==> src/rtl/tone_synth_pkg.sv <==
// Shared definitions for the collision tone path: waveform encodings and
// timing constants used by the oscillator and the tone synthesiser.
package tone_synth_pkg;

  typedef enum logic [1:0] {
    WAVE_SQUARE  = 2'd0,
    WAVE_SAW     = 2'd1,
    WAVE_TRI     = 2'd2,
    WAVE_PULSE25 = 2'd3
  } WAVE_TYPES;

  // Oscillator timing: ticks per tone period and the widest tick spacing it can produce.
  localparam int TONE_TICKS_PER_PERIOD = 256;
  localparam int TONE_MIN_TICK_SPACING = 24;
  localparam int TONE_MAX_TICK_SPACING = 188;

  localparam int IDLE_CYCLES_DEFAULT = 512;

endpackage

==> src/rtl/pwm_dac.sv <==
// Single-bit PWM DAC: free-running counter, duty sampled once per PWM period,
// registered output that can be gated off immediately by en.
module pwm_dac #(
  parameter int PWM_W = 8
) (
  input  logic             clk,
  input  logic             nRst,
  input  logic [PWM_W-1:0] duty,
  input  logic             en,
  output logic             pwm_out
);

  logic [PWM_W-1:0] r_cnt;
  logic [PWM_W-1:0] r_duty;
  logic             r_pwm;

  // Duty only changes at the period boundary so each PWM period is clean.
  always_ff @(posedge clk or negedge nRst) begin
    if (!nRst) begin
      r_cnt  <= '0;
      r_duty <= '0;
      r_pwm  <= 1'b0;
    end else begin
      r_cnt <= r_cnt + 1'b1;
      if (r_cnt == '1) begin
        r_duty <= duty;
      end
      r_pwm <= (r_cnt < r_duty) && en;
    end
  end

  assign pwm_out = r_pwm;

endmodule

==> src/rtl/tone_synth.sv <==
// Tone synthesiser: steps a phase on each oscillator tick, shapes and scales
// it into a sample, and drives the speaker through a PWM DAC.
module tone_synth
  import tone_synth_pkg::*;
#(
  parameter int PHASE_W     = 8,
  parameter int PWM_W       = 8,
  parameter int IDLE_CYCLES = IDLE_CYCLES_DEFAULT
) (
  input  logic               clk,
  input  logic               nRst,
  input  logic               at_max,
  input  logic [1:0]         wave_sel,
  input  logic [1:0]         volume,
  input  logic               mute,
  output logic               pwm_out,
  output logic [PHASE_W-1:0] sample,
  output logic               active,
  output logic               period_done
);

  localparam int IDLE_W = $clog2(IDLE_CYCLES);
  localparam logic [IDLE_W-1:0] IDLE_LAST = IDLE_W'(IDLE_CYCLES - 1);

  logic [PHASE_W-1:0] r_phase;
  logic [IDLE_W-1:0]  r_idle;
  logic               r_active;
  logic               r_period_done;
  WAVE_TYPES          r_wave;
  logic [1:0]         r_vol;
  logic [PHASE_W-1:0] r_sample;

  logic               w_wrap;
  logic               w_latch;
  logic [PHASE_W-1:0] w_ramp;
  logic [PHASE_W-1:0] w_shaped;
  logic [1:0]         w_shift;
  logic [PWM_W-1:0]   w_duty;

  assign w_wrap  = at_max && (r_phase == '1);
  // Wave/volume only follow the inputs at a period boundary or while silent.
  assign w_latch = w_wrap || !r_active;
  assign w_ramp  = {r_phase[PHASE_W-2:0], 1'b0};
  assign w_shift = 2'd3 - r_vol;

  always_comb begin
    w_shaped = '0;
    case (r_wave)
      WAVE_SQUARE:  w_shaped = {PHASE_W{r_phase[PHASE_W-1]}};
      WAVE_SAW:     w_shaped = r_phase;
      WAVE_TRI:     w_shaped = r_phase[PHASE_W-1] ? ~w_ramp : w_ramp;
      WAVE_PULSE25: w_shaped = {PHASE_W{&r_phase[PHASE_W-1:PHASE_W-2]}};
      default:      w_shaped = '0;
    endcase
  end

  // A tick always beats the idle timeout, so a steady tick train never drops out.
  always_ff @(posedge clk or negedge nRst) begin
    if (!nRst) begin
      r_phase       <= '0;
      r_idle        <= '0;
      r_active      <= 1'b0;
      r_period_done <= 1'b0;
      r_wave        <= WAVE_SQUARE;
      r_vol         <= 2'd0;
      r_sample      <= '0;
    end else begin
      r_period_done <= w_wrap;
      if (at_max) begin
        r_phase  <= r_phase + 1'b1;
        r_active <= 1'b1;
        r_idle   <= '0;
      end else if (r_active) begin
        if (r_idle == IDLE_LAST) begin
          r_active <= 1'b0;
          r_phase  <= '0;
          r_idle   <= '0;
        end else begin
          r_idle <= r_idle + 1'b1;
        end
      end
      if (w_latch) begin
        r_wave <= WAVE_TYPES'(wave_sel);
        r_vol  <= volume;
      end
      r_sample <= (r_active && !mute) ? (w_shaped >> w_shift) : '0;
    end
  end

  assign w_duty = PWM_W'(r_sample);

  pwm_dac #(
    .PWM_W(PWM_W)
  ) u_pwm_dac (
    .clk    (clk),
    .nRst   (nRst),
    .duty   (w_duty),
    .en     (r_active && !mute),
    .pwm_out(pwm_out)
  );

  assign sample      = r_sample;
  assign active      = r_active;
  assign period_done = r_period_done;

endmodule
==> config.mk <==
export PLATFORM = sky130hd
export DESIGN_NAME = tone_synth
export DESIGN_NICKNAME = d
export VERILOG_FILES = /design/src/rtl/tone_synth_pkg.sv /design/src/rtl/pwm_dac.sv /design/src/rtl/tone_synth.sv
export SDC_FILE = /design/constraint.sdc
export NUM_CORES = 1
export LEC_CHECK = 0
export ABC_AREA = 1
export CAP_MARGIN = 20
export CORE_UTILIZATION = 58
export CTS_CLUSTER_SIZE = 12
export DETAILED_ROUTE_END_ITERATION = 16
export PLACE_DENSITY = 0.79
export REMOVE_ABC_BUFFERS = 1
export SYNTH_ARGS = -nofsm -noshare
export SYNTH_HDL_FRONTEND = slang
export SYNTH_SLANG_ARGS = --single-unit
export TNS_END_PERCENT = 1
==> constraint.sdc <==
create_clock -name clk -period 2.35 [get_ports clk]
set_clock_uncertainty 0.1 [all_clocks]
set_input_delay 0.47 -clock clk [delete_from_list [all_inputs] [get_ports clk]]
set_output_delay 0.47 -clock clk [all_outputs]
set_load 0.1 [all_outputs]
== Yosys cells after proc, flatten, opt, wreduce, memory -nomap -nowiden ==
Cells that the tools add are included.
Widths: inputs -> output; s select.

* Add/subtract/negate cells: 4
* Multipliers: 0
* Divide/modulo/power cells: 0
* Magnitude comparators: 1
* Equal/unequal tests: 6
* Shift operators: 1
* Mux-type cells: 12
* Bitwise logic cells: 1
* Reduce and logical (&&, ||, !) cells: 11

{| class="wikitable"
|+ Operators with widths
! operator !! number
|-
| $mux 8 || 5
|-
| $pmux 8 s4 || 1
|-
| $mux 9 || 3
|-
| $add 8x1->8 const B || 2
|-
| $eq 8x8->1 const B || 2
|-
| $add 9x1->9 const B || 1
|-
| $eq 9x9->1 const B || 1
|-
| $lt 8x8->1 || 1
|-
| $not 8->8 || 1
|-
| $shr 8x2->8 || 1
|-
| $eq 2x2->1 const B || 2
|-
| $reduce_and 2->1 || 2
|-
| $reduce_bool 2->1 || 2
|-
| $logic_and 1x1->1 || 3
|-
| $mux 1 || 3
|-
| $eq 2x1->1 const B || 1
|-
| $logic_not 1->1 || 2
|-
| $logic_not 2->1 || 1
|-
| $sub 2x2->2 const A || 1
|-
| $logic_or 1x1->1 || 1
|}

* Register bits after elaboration: 48
* Bits in latches: 0
* RAM bits: 0
* Memory bits (read-only): 0
* Bits of input ports: 8
* Output and inout bits: 11
* Memories kept: 0

== Longest topological paths before layout ==
* Depth in word-level cells: 5
* Gate-level depth with buffers: 9

== Hierarchy ==
Synthesis repeated with hierarchy kept, for this count alone.

* Cell total of the unflattened synthesis: 328
* Area, all modules: 2608.8 um^2

{| class="wikitable"
|+ Modules (own cells, without submodules)
! module !! times used !! cells an instance !! area each (um^2)
|-
| tone_synth || 1 || 231 || 1730.4
|-
| pwm_dac || 1 || 97 || 878.3
|}

== Least setup slack after synthesis ==
OpenSTA, ideal clock, no wires.

* Path type: reg2reg
* Start point: register r_active, in the netlist active
* End point: register r_idle[5]
* Arrival: 1787 ps
* Required time: 2127 ps
* Slack: 340 ps
* Cell stages (with the launch flop): 8
* Period minus slack after synthesis: 2010 ps
* Path through: dfrtp_1 > inv_1 > nand2_1 > nand4_1 > nor2_1 > nand2_1 > o21ai_0 > a21oi_1

* Cells in the longest elaborated chain, start to end: 1

{| class="wikitable"
|+ RTL lines
! what !! line !! source
|-
| start, declared || tone_synth.sv:27 || <nowiki>logic r_active;</nowiki>
|-
| start signal, assigned || tone_synth.sv:62 || <nowiki>r_active <= 1'b0;</nowiki>
|-
| start signal, assigned || tone_synth.sv:71 || <nowiki>r_active <= 1'b1;</nowiki>
|-
| start signal, assigned || tone_synth.sv:75 || <nowiki>r_active <= 1'b0;</nowiki>
|-
| $reduce_bool 2->1 (no line) || -- ||
|-
| end signal, assigned || tone_synth.sv:79 || <nowiki>r_idle <= r_idle + 1'b1;</nowiki>
|-
| end, declared || tone_synth.sv:26 || <nowiki>logic [IDLE_W-1:0] r_idle;</nowiki>
|}

No other way between the ends.
A chain may end at the register's enable or synchronous reset.

== Worst setup path after layout ==
* Start point: register r_idle[1]
* End point: register r_idle[5]

* Cells in the longest elaborated chain, start to end: 4
* Elaborated cells on any way between the ends: 5
* Those cells by class: 1 x add/sub; 1 x eq/ne; 3 x mux

{| class="wikitable"
|+ RTL lines
! what !! line !! source
|-
| $add 9x1->9 or $eq 9x9->1 (tied branches) || tone_synth.sv:79, tone_synth.sv:74 ||
|-
| $mux 9 (*) || tone_synth.sv:74 || <nowiki>if (r_idle == IDLE_LAST) begin</nowiki>
|-
| $mux 9 (*) || tone_synth.sv:73 || <nowiki>end else if (r_active) begin</nowiki>
|-
| $mux 9 (*) || tone_synth.sv:69 || <nowiki>if (at_max) begin</nowiki>
|}

Every way passes the cells marked *; elsewhere a longest branch is shown, timed or not. The select of a mux whose other input is x is not followed.

==> impl_metrics.json <==
{
  "status": "finished clean",
  "synth_top_family_by_area": "simple AND/OR/NAND/NOR gates",
  "min_path_type": "primary input to async pin",
  "tritoncts": "built",
  "critical_path_class": "flop to flop",
  "r2r_end": "r_idle[5]$_DFFE_PN0P_",
  "grt_pass1_wl_um": 8290,
  "die_y_um": 67.6,
  "reg2regPathDepth": 9,
  "globalplace.congestion": 0.911,
  "cap_viol_max_count": 0,
  "worstPathArrival_ps": 2160,
  "fin_util_pct": 69.3,
  "synthMuxAreaShare_pct": 0.451,
  "ctsHoldBuffers": 0,
  "end_kind": "flop",
  "finalMaxSlewViolations": 0,
  "clkLatencyLatePin_ps": 300,
  "syn_to_final_growth_pct": 12.6,
  "p_leak_uw": 0.00145,
  "clock.fmax_mhz": 483,
  "r2r_slack_ps": 280,
  "final.setup.worst_slack_ps": 281,
  "gr-usage-all-layers_pct": 25.0,
  "fp.dieW_um": 67.6,
  "portBuffers": 18,
  "critPathLaunchType": "flop",
  "synth_seq_cells": 48,
  "yosysUniqueCellTypes": 25,
  "grt-ovfl-total": 0,
  "dp_slack_ps": 271,
  "cts_num_sinks": 48,
  "via_per_inst": 5.41,
  "seq_area_frac_synth_pct": 48.1,
  "synth_compound_area_share_pct": 10.2,
  "io_pins": 19,
  "clockBufferDepth": 2,
  "p_per_area_mw_per_mm2": 712,
  "antenna_found_initial": 0,
  "wl_per_cell_um": 12.8,
  "period_needed_ps": 2070,
  "hold_violations": 0,
  "diodes": 0,
  "synth-xor-area-share_pct": 3.86,
  "synthAdderAreaFrac_pct": 6.02,
  "htreeDepth": 2,
  "drt_iter0_drc": 128,
  "grt_pass1_vias": 1835,
  "synth.avg_cell_area_sq_um": 8.21,
  "postCtsResizedCells": 0,
  "peakVddDrop_uv": 598,
  "drive_gt1_share_pct": 9.45,
  "setup_tns_ps": 0,
  "die-area_sq_mm": 0.00457,
  "worstMarginPinSlew_ps": 466,
  "synthSimpleGateAreaFrac_pct": 24.4,
  "cp_max_fo": 9,
  "final_antenna_net_count": 0,
  "slew_headroom_pct": 68.9,
  "drt_wl_total_um": 4830,
  "clk_pin_slew_ps": 90,
  "rows": 23,
  "hpwl_um": 3680,
  "design.core.area_sq_mm": 0.00406,
  "cts_setup_buffers": 0,
  "synth_warnings": 0,
  "rr_startpoint": "r_idle[1]$_DFFE_PN0P_",
  "cts_root_buf": "clkbuf_8",
  "nets": 347,
  "initial_core_util_pct": 61.5,
  "required_ps": 2450,
  "cts_buffers": 5,
  "firstDrtPassIters": 4,
  "rsz0062_at_grt": "false",
  "drc": 0,
  "vias": 2046,
  "syn_area_sq_mm": 0.00250,
  "setup_violations": 0,
  "fin_crit_sh_pct": 88.1,
  "grt_max_degree": 30,
  "synthCells": 304
}
-- per-stage QoR --
stage                     cells  total power, uW  instance area (sq um)  hold WS (ps)
after floorplan             299             1370                   2470          74.4
after global placement      370             1520                   2720           349
after detailed placement    370             1520                   2720           349
after CTS                   378             2010                   2810          16.2
after global routing        378             2140                   2810          49.9
final                       378             2000                   2810          6.99
-- placed cells by master, fill, tap and decap left out, drive strengths merged --
master	n
a21oi	18
and3	1
buf	15
clkbuf	5
clkdlybuf4s50	6
clkinv	1
clkinvlp	2
dfrtp	48
ha	12
inv	40
mux2	1
nand2	66
nand3	36
nand4	6
nor2	29
nor3	2
nor4	1
o2111ai	1
o211ai	2
o21a	2
o21ai	18
o22ai	5
xnor2	3
xor2	8
-- cells in the mapped netlist (all sizes together) --
cell | number | share of area (%)
nand3 | 36 | 7.2
nand2 | 66 | 9.9
nand4 | 6 | 1.5
xor2 | 8 | 2.8
o22ai | 5 | 1.3
nor2 | 29 | 4.7
inv | 40 | 6.0
o211ai | 2 | 0.60
dfrtp | 48 | 48
nor4 | 1 | 0.25
o21ai | 18 | 3.8
buf | 4 | 0.80
mux2 | 1 | 0.45
xnor2 | 3 | 1.1
a21oi | 18 | 3.6
clkbuf | 1 | 0.15
and3 | 1 | 0.25
nor3 | 2 | 0.60
o2111ai | 1 | 0.35
ha | 12 | 6.0
o21a | 2 | 0.60
-- kinds of logic (layout without fill, tap and decap cells) --
family	count (synthesis)	after routing
simple gates	141	141
flops	48	48
compound gates	46	46
buf+inv	45	69
fa+ha+maj	12	12
xor+xnor	11	11
mux	1	1
-- registers in the layout, summed over array words and instances (netlist names) --
name and cells:
u_pwm_dac.pwm_out 1, sample 8, u_pwm_dac.r_cnt 8, r_vol 2
r_wave 2, u_pwm_dac.r_duty 8, r_idle 9, active 1
r_phase 8, period_done 1
-- critical path: stages (launching register included) --
cell,delay [ps]
dfrtp_1,390
ha_1,200
nand3_1,80
nor4_1,210
ha_1,240
inv_1,70
o21ai_2,340
inv_1,160
o21ai_0,100
a21oi_1,60
-- layer usage --
metal  vias up  share of wire (%)  GRT usage [%]
li1       1044                  -              -
met3         6                4.2           5.91
met2        49                 48           39.6
met4         0                1.4           9.57
met5         -                  0              0
met1       947                 47           33.0
-- worst max path at each step --
stage                               start                     to  slack (ps)
global placement                   at_max  r_idle[5]$_DFFE_PN0P_         330
CTS                 r_idle[1]$_DFFE_PN0P_  r_idle[5]$_DFFE_PN0P_         280
floorplan                active$_DFF_PN0_  r_idle[5]$_DFFE_PN0P_         340
global route        r_idle[1]$_DFFE_PN0P_  r_idle[3]$_DFFE_PN0P_          60
detailed placement                 at_max  r_idle[5]$_DFFE_PN0P_         270
finish              r_idle[1]$_DFFE_PN0P_  r_idle[5]$_DFFE_PN0P_         280
-- power by group --
group | internal (uW) | total (uW) | switching (uW)
logic | 158 | 491 | 334
registers | 908 | 1010 | 106
clock network | 211 | 494 | 283
total | 1280 | 2000 | 723
-- layout make-up --
class	count	area (sq um)
Timing Repair Buffer	21	183
Clock buffer	5	68.8
Fill cell	319	1250
Multi-Input combinational cell	211	1120
Inverter	40	150
Clock inverter	3	23.8
Sequential cell	48	1200
Tap cell	50	62.6
Power figures use the tool's default switching activity.
